===== config.mk =====
export PLATFORM = sky130hd
export DESIGN_NAME = multi_pulse_gen
export DESIGN_NICKNAME = d
export VERILOG_FILES = /design/src/rtl/multi_pulse_pkg.sv /design/src/rtl/pulse_window.sv /design/src/rtl/multi_pulse_gen.sv
export SDC_FILE = /design/constraint.sdc
export NUM_CORES = 1
export LEC_CHECK = 0
export CORE_MARGIN = 3
export CORE_UTILIZATION = 50
export DETAILED_ROUTE_END_ITERATION = 10
export GPL_TIMING_DRIVEN = 1
export PLACE_DENSITY = 0.66
export SETUP_SLACK_MARGIN = 0.2
export SLEW_MARGIN = 20
export SYNTH_ARGS = -nofsm -noshare
export SYNTH_HDL_FRONTEND = slang
export SYNTH_HIERARCHICAL = 1
export SYNTH_SLANG_ARGS = --single-unit

===== constraint.sdc =====
create_clock -name clk_pll -period 4.37 [get_ports clk_pll]
set_input_delay 0.874 -clock clk_pll [delete_from_list [all_inputs] [get_ports clk_pll]]
set_output_delay 0.874 -clock clk_pll [all_outputs]
set_load 0.01 [all_outputs]

===== src/rtl/multi_pulse_pkg.sv =====
// Shared constants and types for the multi-channel pulse generator.
package multi_pulse_pkg;

    localparam int unsigned ADDR_CTRL     = 0;
    localparam int unsigned ADDR_PERIOD   = 1;
    localparam int unsigned ADDR_PRE_LEAD = 2;
    localparam int unsigned ADDR_CH_BASE  = 3;

    localparam int unsigned CTRL_EN_BIT      = 0;
    localparam int unsigned CTRL_ONESHOT_BIT = 1;

    typedef enum logic {
        IDLE = 1'b0,
        RUN  = 1'b1
    } state_e;

endpackage


===== src/rtl/pulse_window.sv =====
// Per-channel window decode: pulse-active and receiver pre-blanking flags for the current count.
module pulse_window #(
    parameter int unsigned CW = 16
) (
    input  logic [CW-1:0] cnt_i,
    input  logic [CW-1:0] delay_i,
    input  logic [CW-1:0] width_i,
    input  logic [CW-1:0] pre_lead_i,
    output logic          active_o_c,
    output logic          pre_o_c
);

    localparam int unsigned XW = CW + 1;

    logic [XW-1:0] cnt_x;
    logic [XW-1:0] start_x;
    logic [XW-1:0] end_x;
    logic [XW-1:0] lead_x;

    // One extra bit keeps delay+width and cnt+pre_lead from wrapping.
    assign cnt_x   = {1'b0, cnt_i};
    assign start_x = {1'b0, delay_i};
    assign end_x   = {1'b0, delay_i} + {1'b0, width_i};
    assign lead_x  = {1'b0, cnt_i} + {1'b0, pre_lead_i};

    assign active_o_c = (width_i != '0) && (cnt_x >= start_x) && (cnt_x < end_x);
    assign pre_o_c    = (width_i != '0) && (lead_x >= start_x) && (cnt_x < end_x);

endmodule


===== src/rtl/multi_pulse_gen.sv =====
// NCH-channel pulse generator with sync and pre-block outputs, timed from one period counter.
// Timing registers are double-buffered and committed at period boundaries.
module multi_pulse_gen
    import multi_pulse_pkg::*;
#(
    parameter int unsigned NCH = 2,
    parameter int unsigned CW  = 16,
    parameter int unsigned AW  = 5
) (
    input  logic           clk_pll,
    input  logic           rst_n,
    input  logic           wr_en,
    input  logic [AW-1:0]  wr_addr,
    input  logic [CW-1:0]  wr_data,
    output logic [NCH-1:0] pulse,
    output logic           sync,
    output logic           pre_block,
    output logic           busy
);

    state_e state_q, state_d;
    logic [CW-1:0] cnt_q, cnt_d;

    logic ctrl_en_q, ctrl_en_d;
    logic ctrl_os_q, ctrl_os_d;

    logic [CW-1:0] period_sh_q, period_sh_d;
    logic [CW-1:0] lead_sh_q, lead_sh_d;
    logic [NCH-1:0][CW-1:0] delay_sh_q, delay_sh_d;
    logic [NCH-1:0][CW-1:0] width_sh_q, width_sh_d;

    logic [CW-1:0] period_q, period_d;
    logic [CW-1:0] lead_q, lead_d;
    logic [NCH-1:0][CW-1:0] delay_q, delay_d;
    logic [NCH-1:0][CW-1:0] width_q, width_d;

    logic [NCH-1:0] pulse_q, pulse_d;
    logic sync_q, sync_d;
    logic pre_q, pre_d;
    logic busy_q, busy_d;

    logic [NCH-1:0] act_c;
    logic [NCH-1:0] pre_c;
    logic [CW-1:0]  per_eff_c;
    logic           last_c;
    logic           commit_c;
    logic           clr_en_c;

    assign per_eff_c = (period_q < CW'(2)) ? CW'(2) : period_q;
    assign last_c    = (state_q == RUN) && (cnt_q == per_eff_c - CW'(1));
    assign commit_c  = (state_q == IDLE) || last_c;

    for (genvar g = 0; g < NCH; g++) begin : g_ch
        pulse_window #(.CW(CW)) u_win (
            .cnt_i      (cnt_q),
            .delay_i    (delay_q[g]),
            .width_i    (width_q[g]),
            .pre_lead_i (lead_q),
            .active_o_c (act_c[g]),
            .pre_o_c    (pre_c[g])
        );
    end

    // Register writes, CTRL side effects and shadow-to-active commit.
    always_comb begin
        ctrl_en_d   = ctrl_en_q;
        ctrl_os_d   = ctrl_os_q;
        period_sh_d = period_sh_q;
        lead_sh_d   = lead_sh_q;
        delay_sh_d  = delay_sh_q;
        width_sh_d  = width_sh_q;
        period_d    = period_q;
        lead_d      = lead_q;
        delay_d     = delay_q;
        width_d     = width_q;

        if (clr_en_c) begin
            ctrl_en_d = 1'b0;
        end

        if (wr_en) begin
            if (wr_addr == AW'(ADDR_CTRL)) begin
                ctrl_en_d = wr_data[CTRL_EN_BIT];
                ctrl_os_d = wr_data[CTRL_ONESHOT_BIT];
            end
            if (wr_addr == AW'(ADDR_PERIOD)) begin
                period_sh_d = wr_data;
            end
            if (wr_addr == AW'(ADDR_PRE_LEAD)) begin
                lead_sh_d = wr_data;
            end
            for (int unsigned i = 0; i < NCH; i++) begin
                if (wr_addr == AW'(ADDR_CH_BASE + 2 * i)) begin
                    delay_sh_d[i] = wr_data;
                end
                if (wr_addr == AW'(ADDR_CH_BASE + 2 * i + 1)) begin
                    width_sh_d[i] = wr_data;
                end
            end
        end

        // Commit uses the pre-write shadow, so a same-cycle write waits for the next commit.
        if (commit_c) begin
            period_d = period_sh_q;
            lead_d   = lead_sh_q;
            delay_d  = delay_sh_q;
            width_d  = width_sh_q;
        end
    end

    // Period FSM and registered output decode.
    always_comb begin
        state_d  = state_q;
        cnt_d    = cnt_q;
        clr_en_c = 1'b0;
        pulse_d  = '0;
        sync_d   = 1'b0;
        pre_d    = 1'b0;
        busy_d   = (state_q != IDLE);

        case (state_q)
            IDLE: begin
                cnt_d = '0;
                if (ctrl_en_q) begin
                    state_d = RUN;
                end
            end
            RUN: begin
                pulse_d = act_c;
                sync_d  = (cnt_q == '0);
                pre_d   = |pre_c;
                if (last_c) begin
                    cnt_d = '0;
                    if (ctrl_os_q) begin
                        clr_en_c = 1'b1;
                        state_d  = IDLE;
                    end else if (!ctrl_en_q) begin
                        state_d = IDLE;
                    end
                end else begin
                    cnt_d = cnt_q + CW'(1);
                end
            end
            default: begin
                state_d = IDLE;
                cnt_d   = '0;
            end
        endcase
    end

    always_ff @(posedge clk_pll or negedge rst_n) begin
        if (!rst_n) begin
            state_q     <= IDLE;
            cnt_q       <= '0;
            ctrl_en_q   <= 1'b0;
            ctrl_os_q   <= 1'b0;
            period_sh_q <= '0;
            lead_sh_q   <= '0;
            delay_sh_q  <= '0;
            width_sh_q  <= '0;
            period_q    <= '0;
            lead_q      <= '0;
            delay_q     <= '0;
            width_q     <= '0;
            pulse_q     <= '0;
            sync_q      <= 1'b0;
            pre_q       <= 1'b0;
            busy_q      <= 1'b0;
        end else begin
            state_q     <= state_d;
            cnt_q       <= cnt_d;
            ctrl_en_q   <= ctrl_en_d;
            ctrl_os_q   <= ctrl_os_d;
            period_sh_q <= period_sh_d;
            lead_sh_q   <= lead_sh_d;
            delay_sh_q  <= delay_sh_d;
            width_sh_q  <= width_sh_d;
            period_q    <= period_d;
            lead_q      <= lead_d;
            delay_q     <= delay_d;
            width_q     <= width_d;
            pulse_q     <= pulse_d;
            sync_q      <= sync_d;
            pre_q       <= pre_d;
            busy_q      <= busy_d;
        end
    end

    assign pulse     = pulse_q;
    assign sync      = sync_q;
    assign pre_block = pre_q;
    assign busy      = busy_q;

endmodule


==> out/metrics.csv <==
stage,metric,value,unit
outcome,run status,finished clean,
grt,largest net degree at the start of global routing,104,
logic_synthesis,ys async rst share,1.00,
grt,Congestion Overflow GR,0,
clock_network,clock sinks,216,
logic_synthesis,Syn Nets,1454,
detailed_routing,"antenna viol nets, final",0,
critical_path,"setup slack, reg-to-reg",0.41,ns
detailed_routing,vias post-DR,9987,
logic_synthesis,"Top FF cell, synth",dfrtp_1,
detailed_routing,DR iter-0 viols,588,
clock_network,clock slew at reported path FFs,0.06,ns
cells_and_area,area delta synth->final,11.9,%
sta,# setup viols final,0,
power_and_ir_drop,clock power share,0.205,
clock_network,clock buffer depth,3,
critical_path,"Arr. time, crit path",4.36,ns
place,GP Congestion,0.908,
cells_and_area,Final Cell Area,15800,um2
cells_and_area,number of diodes,0,
place,DP Area,14900,um2
critical_path,CP Launch Type,flip-flop,
die,io pins,29,
power_and_ir_drop,Lkg Pwr,0.00747,uW
cells_and_area,share of layout cells above drive strength 1,0.168,
power_and_ir_drop,switching pwr,3850,uW
critical_path,reg2reg start,period_q[15]$_DFFE_PN0P_,
die,Die Wd,174,um
die,Core Region,27300,um2
logic_synthesis,Post-synth EDFFs,0,
clock_network,cts bufs inserted,25,
logic_synthesis,Yosys top cell by area,dfrtp_1,
grt,initial antenna violation count,0,
power_and_ir_drop,switch share,0.397,
sta,maximum clock rate,252,MHz
cells_and_area,multi-input logic area,8320,um2
power_and_ir_drop,Peak supply drop,0.286,mV
clock_network,CTS Hold Buffers Added,0,
sta,clock skew,0.0186,ns
sta,max-slew violations,0,
die,die height,174,um
logic_synthesis,Post-Synthesis Cells,1265,
logic_synthesis,Area contributors post-synth,"dfrtp_1 (38%), ha_1 (14%), mux2_2 (9.0%)",
grt,first-pass GRT wire length,55300,um
clock_network,Max H-tree Level,1,
critical_path,worst-path fanout max,62,
die,Rows,60,
power_and_ir_drop,Internal,5850,uW
logic_synthesis,syn avg cell area,11.1,um2
power_and_ir_drop,Flop pwr share,0.318,
sta,RSZ-0062 raised after global routing,yes,
critical_path,Reg2Reg Depth,13,
cells_and_area,post-layout net count,1510,
detailed_routing,DR vias/cell,5.85,
sta,Tcrit/Tclk final,0.907,
power_and_ir_drop,logic gate share of total power,0.477,
grt,vias in the first global route,9903,
critical_path,critical path endpoint category,flip-flop,
sta,Setup TNS Final,0,ns
job,MaxCap Viol Count,0,
logic_synthesis,Synth top area share,0.384,
detailed_routing,drt wl/cell,20.3,um
clock_network,worst-skew pair later-pin latency,0.53,ns
logic_synthesis,yosys warns,6,
detailed_routing,DRC Markers,0,
sta,minimum clock period,3.96,ns
clock_network,CTS Root Cell,clkbuf_16,
critical_path,Setup CP Type,reg -> reg,
logic_synthesis,mapped cell area,14100,um2
power_and_ir_drop,Pwr per Cell Area,615,nW/um2
worst_hold_path,Hold Path Class,in -> async,
sta,Fin. Hold Viols,0,
logic_synthesis,Netlist cell types,77,
logic_synthesis,register area share after synthesis,0.384,
place,DP HPWL,25700,um
cells_and_area,Sequential Area,5410,um2
cells_and_area,fill cell count,2354,
grt,gr usage total,0.229,
place,buffers added on ports,28,
critical_path,Worst R2R End,width_q[8]$_DFFE_PN0P_,
logic_synthesis,"FF+latch count, synth",216,
clock_network,CTS tree,yes,
sta,Max-slew headroom,0.420,
die,full die area,30200,um2
critical_path,Required @ worst endpoint,4.77,ns
detailed_routing,WL final,34600,um
sta,worst-margin pin slew,0.870,ns
detailed_routing,drt pass-1 iters,4,
die,Initial Util,0.515,
state kept, by name, indices dropped and copies added, names as in the netlist, 2 cells and up:
name         count
cnt_q           16
period_sh_q     16
delay_sh_q      32
lead_q          16
width_sh_q      32
pulse            2
width_q         32
period_q        16
lead_sh_q       16
delay_q         32
cell usage after synthesis (4+ instances only):
cell type and instances:
nor3_1 24, nand2_1 47, dfrtp_1 216, inv_1 64, nor2b_1 15, mux2_1 80, o21ai_0 33, buf_4 4
a21oi_1 54, o31ai_1 6, nand3b_1 5, and3_1 8, a21o_1 27, o21a_1 17, a211oi_1 16, fa_1 4
nand3_1 23, or3_1 9, nor4_1 28, nor2_1 56, clkbuf_1 16, nor4b_1 6, buf_6 6, a221oi_1 7
xor2_1 33, nand2b_1 11, a21oi_2 4, nand4_1 18, mux2_2 113, and2_1 20, xnor2_1 44, ha_1 161
or2_1 4
cell type report:
| cell class | count | area share |
|---|---|---|
| clock buffer | 34 | 0.0425 |
| clock inverter | 7 | 0.00572 |
| inverter | 64 | 0.0153 |
| multi-input combinational | 954 | 0.528 |
| sequential | 216 | 0.343 |
| tap | 372 | 0.0295 |
| timing repair buffer | 60 | 0.0357 |
metal layers:
layer  global-route usage  share of wire  vias up
li1                     -              -     4777
met1                0.336           0.49     4946
met2                0.362           0.44      207
met3               0.0296          0.045       57
met4               0.0543          0.023        0
met5                    0              0        -
power groups by stage:
stage	Sequential, uW	Clock, uW	Combinational, uW
floorplan	2880	0	3460
global route	3150	2110	5230
detailed placement	3090	0	4490
global placement	3080	0	4410
CTS	3060	2030	4540
finish	3080	1990	4630
worst max-delay path, cell delays in order, from the launching register on:
cell and delay [ns]:
dfrtp_1 0.43, nor3_1 0.42, nand4_1 0.29, buf_4 0.22, nor2b_1 0.13, ha_1 0.24, or4b_1 0.30, nor4_1 0.08
a311o_1 0.32, a21oi_1 0.32, a2111oi_4 0.10, a21oi_4 0.22, buf_12 0.32, mux2_2 0.38
kinds of logic (layout without fill, tap and decap cells):
group	count (synthesis)	count (layout)	synth area share
buf+inv	95	165	0.0307
compound gates	224	224	0.120
xor+xnor	77	77	0.0479
flops	216	216	0.384
mux	193	193	0.154
simple gates	295	295	0.114
fa+ha+maj	165	165	0.149
worst max path at each step:
stage                        startpoint                       to  slack [ns]  cells after the start
6_report       period_q[15]$_DFFE_PN0P_   width_q[8]$_DFFE_PN0P_        0.41                     13
5_1_grt         delay_q[16]$_DFFE_PN0P_      pre_block$_DFF_PN0_        0.16                     18
4_1_cts          delay_q[0]$_DFFE_PN0P_      pre_block$_DFF_PN0_        0.22                     18
3_5_place_dp    period_q[4]$_DFFE_PN0P_   width_q[8]$_DFFE_PN0P_        0.23                     12
3_3_place_gp    period_q[2]$_DFFE_PN0P_  width_q[24]$_DFFE_PN0P_        0.16                     12
2_1_floorplan        cnt_q[0]$_DFF_PN0_      pre_block$_DFF_PN0_        0.74                     16
metrics by stage:
stage / utilization / instances / setup slack [ns] / hold WS (ns) / power, uW
2_1_floorplan: - / 1265 / 0.744 / 0.417 / 6340
3_3_place_gp: 0.545 / 1664 / 0.165 / 0.456 / 7490
5_1_grt: 0.576 / 1707 / 0.163 / 0.421 / 10500
6_report: 0.576 / 1707 / 0.407 / 0.338 / 9690
4_1_cts: 0.573 / 1705 / 0.222 / 0.415 / 9640
3_5_place_dp: 0.545 / 1664 / 0.230 / 0.465 / 7590
placed cells by master, fill, tap and decap left out, drive strengths merged, types with 20 or more instances in the layout:
cell type and instances:
nor4 30, buf 33, ha 161, nand2 47, nor3 25, mux2 193, nor2 56, nand3 23
clkdlybuf4s50 27, clkbuf 34, a21oi 59, o21ai 38, and2 20, xor2 33, dfrtp 216, xnor2 44
a21o 27, inv 64
repair_timing:
action	in CTS	in global routing
cloned	0	0
resized for setup	1	14
pin swaps	0	2
endpoints found under the setup margin	81	116
buffers inserted	0	2
Power figures use the tool's default switching activity.
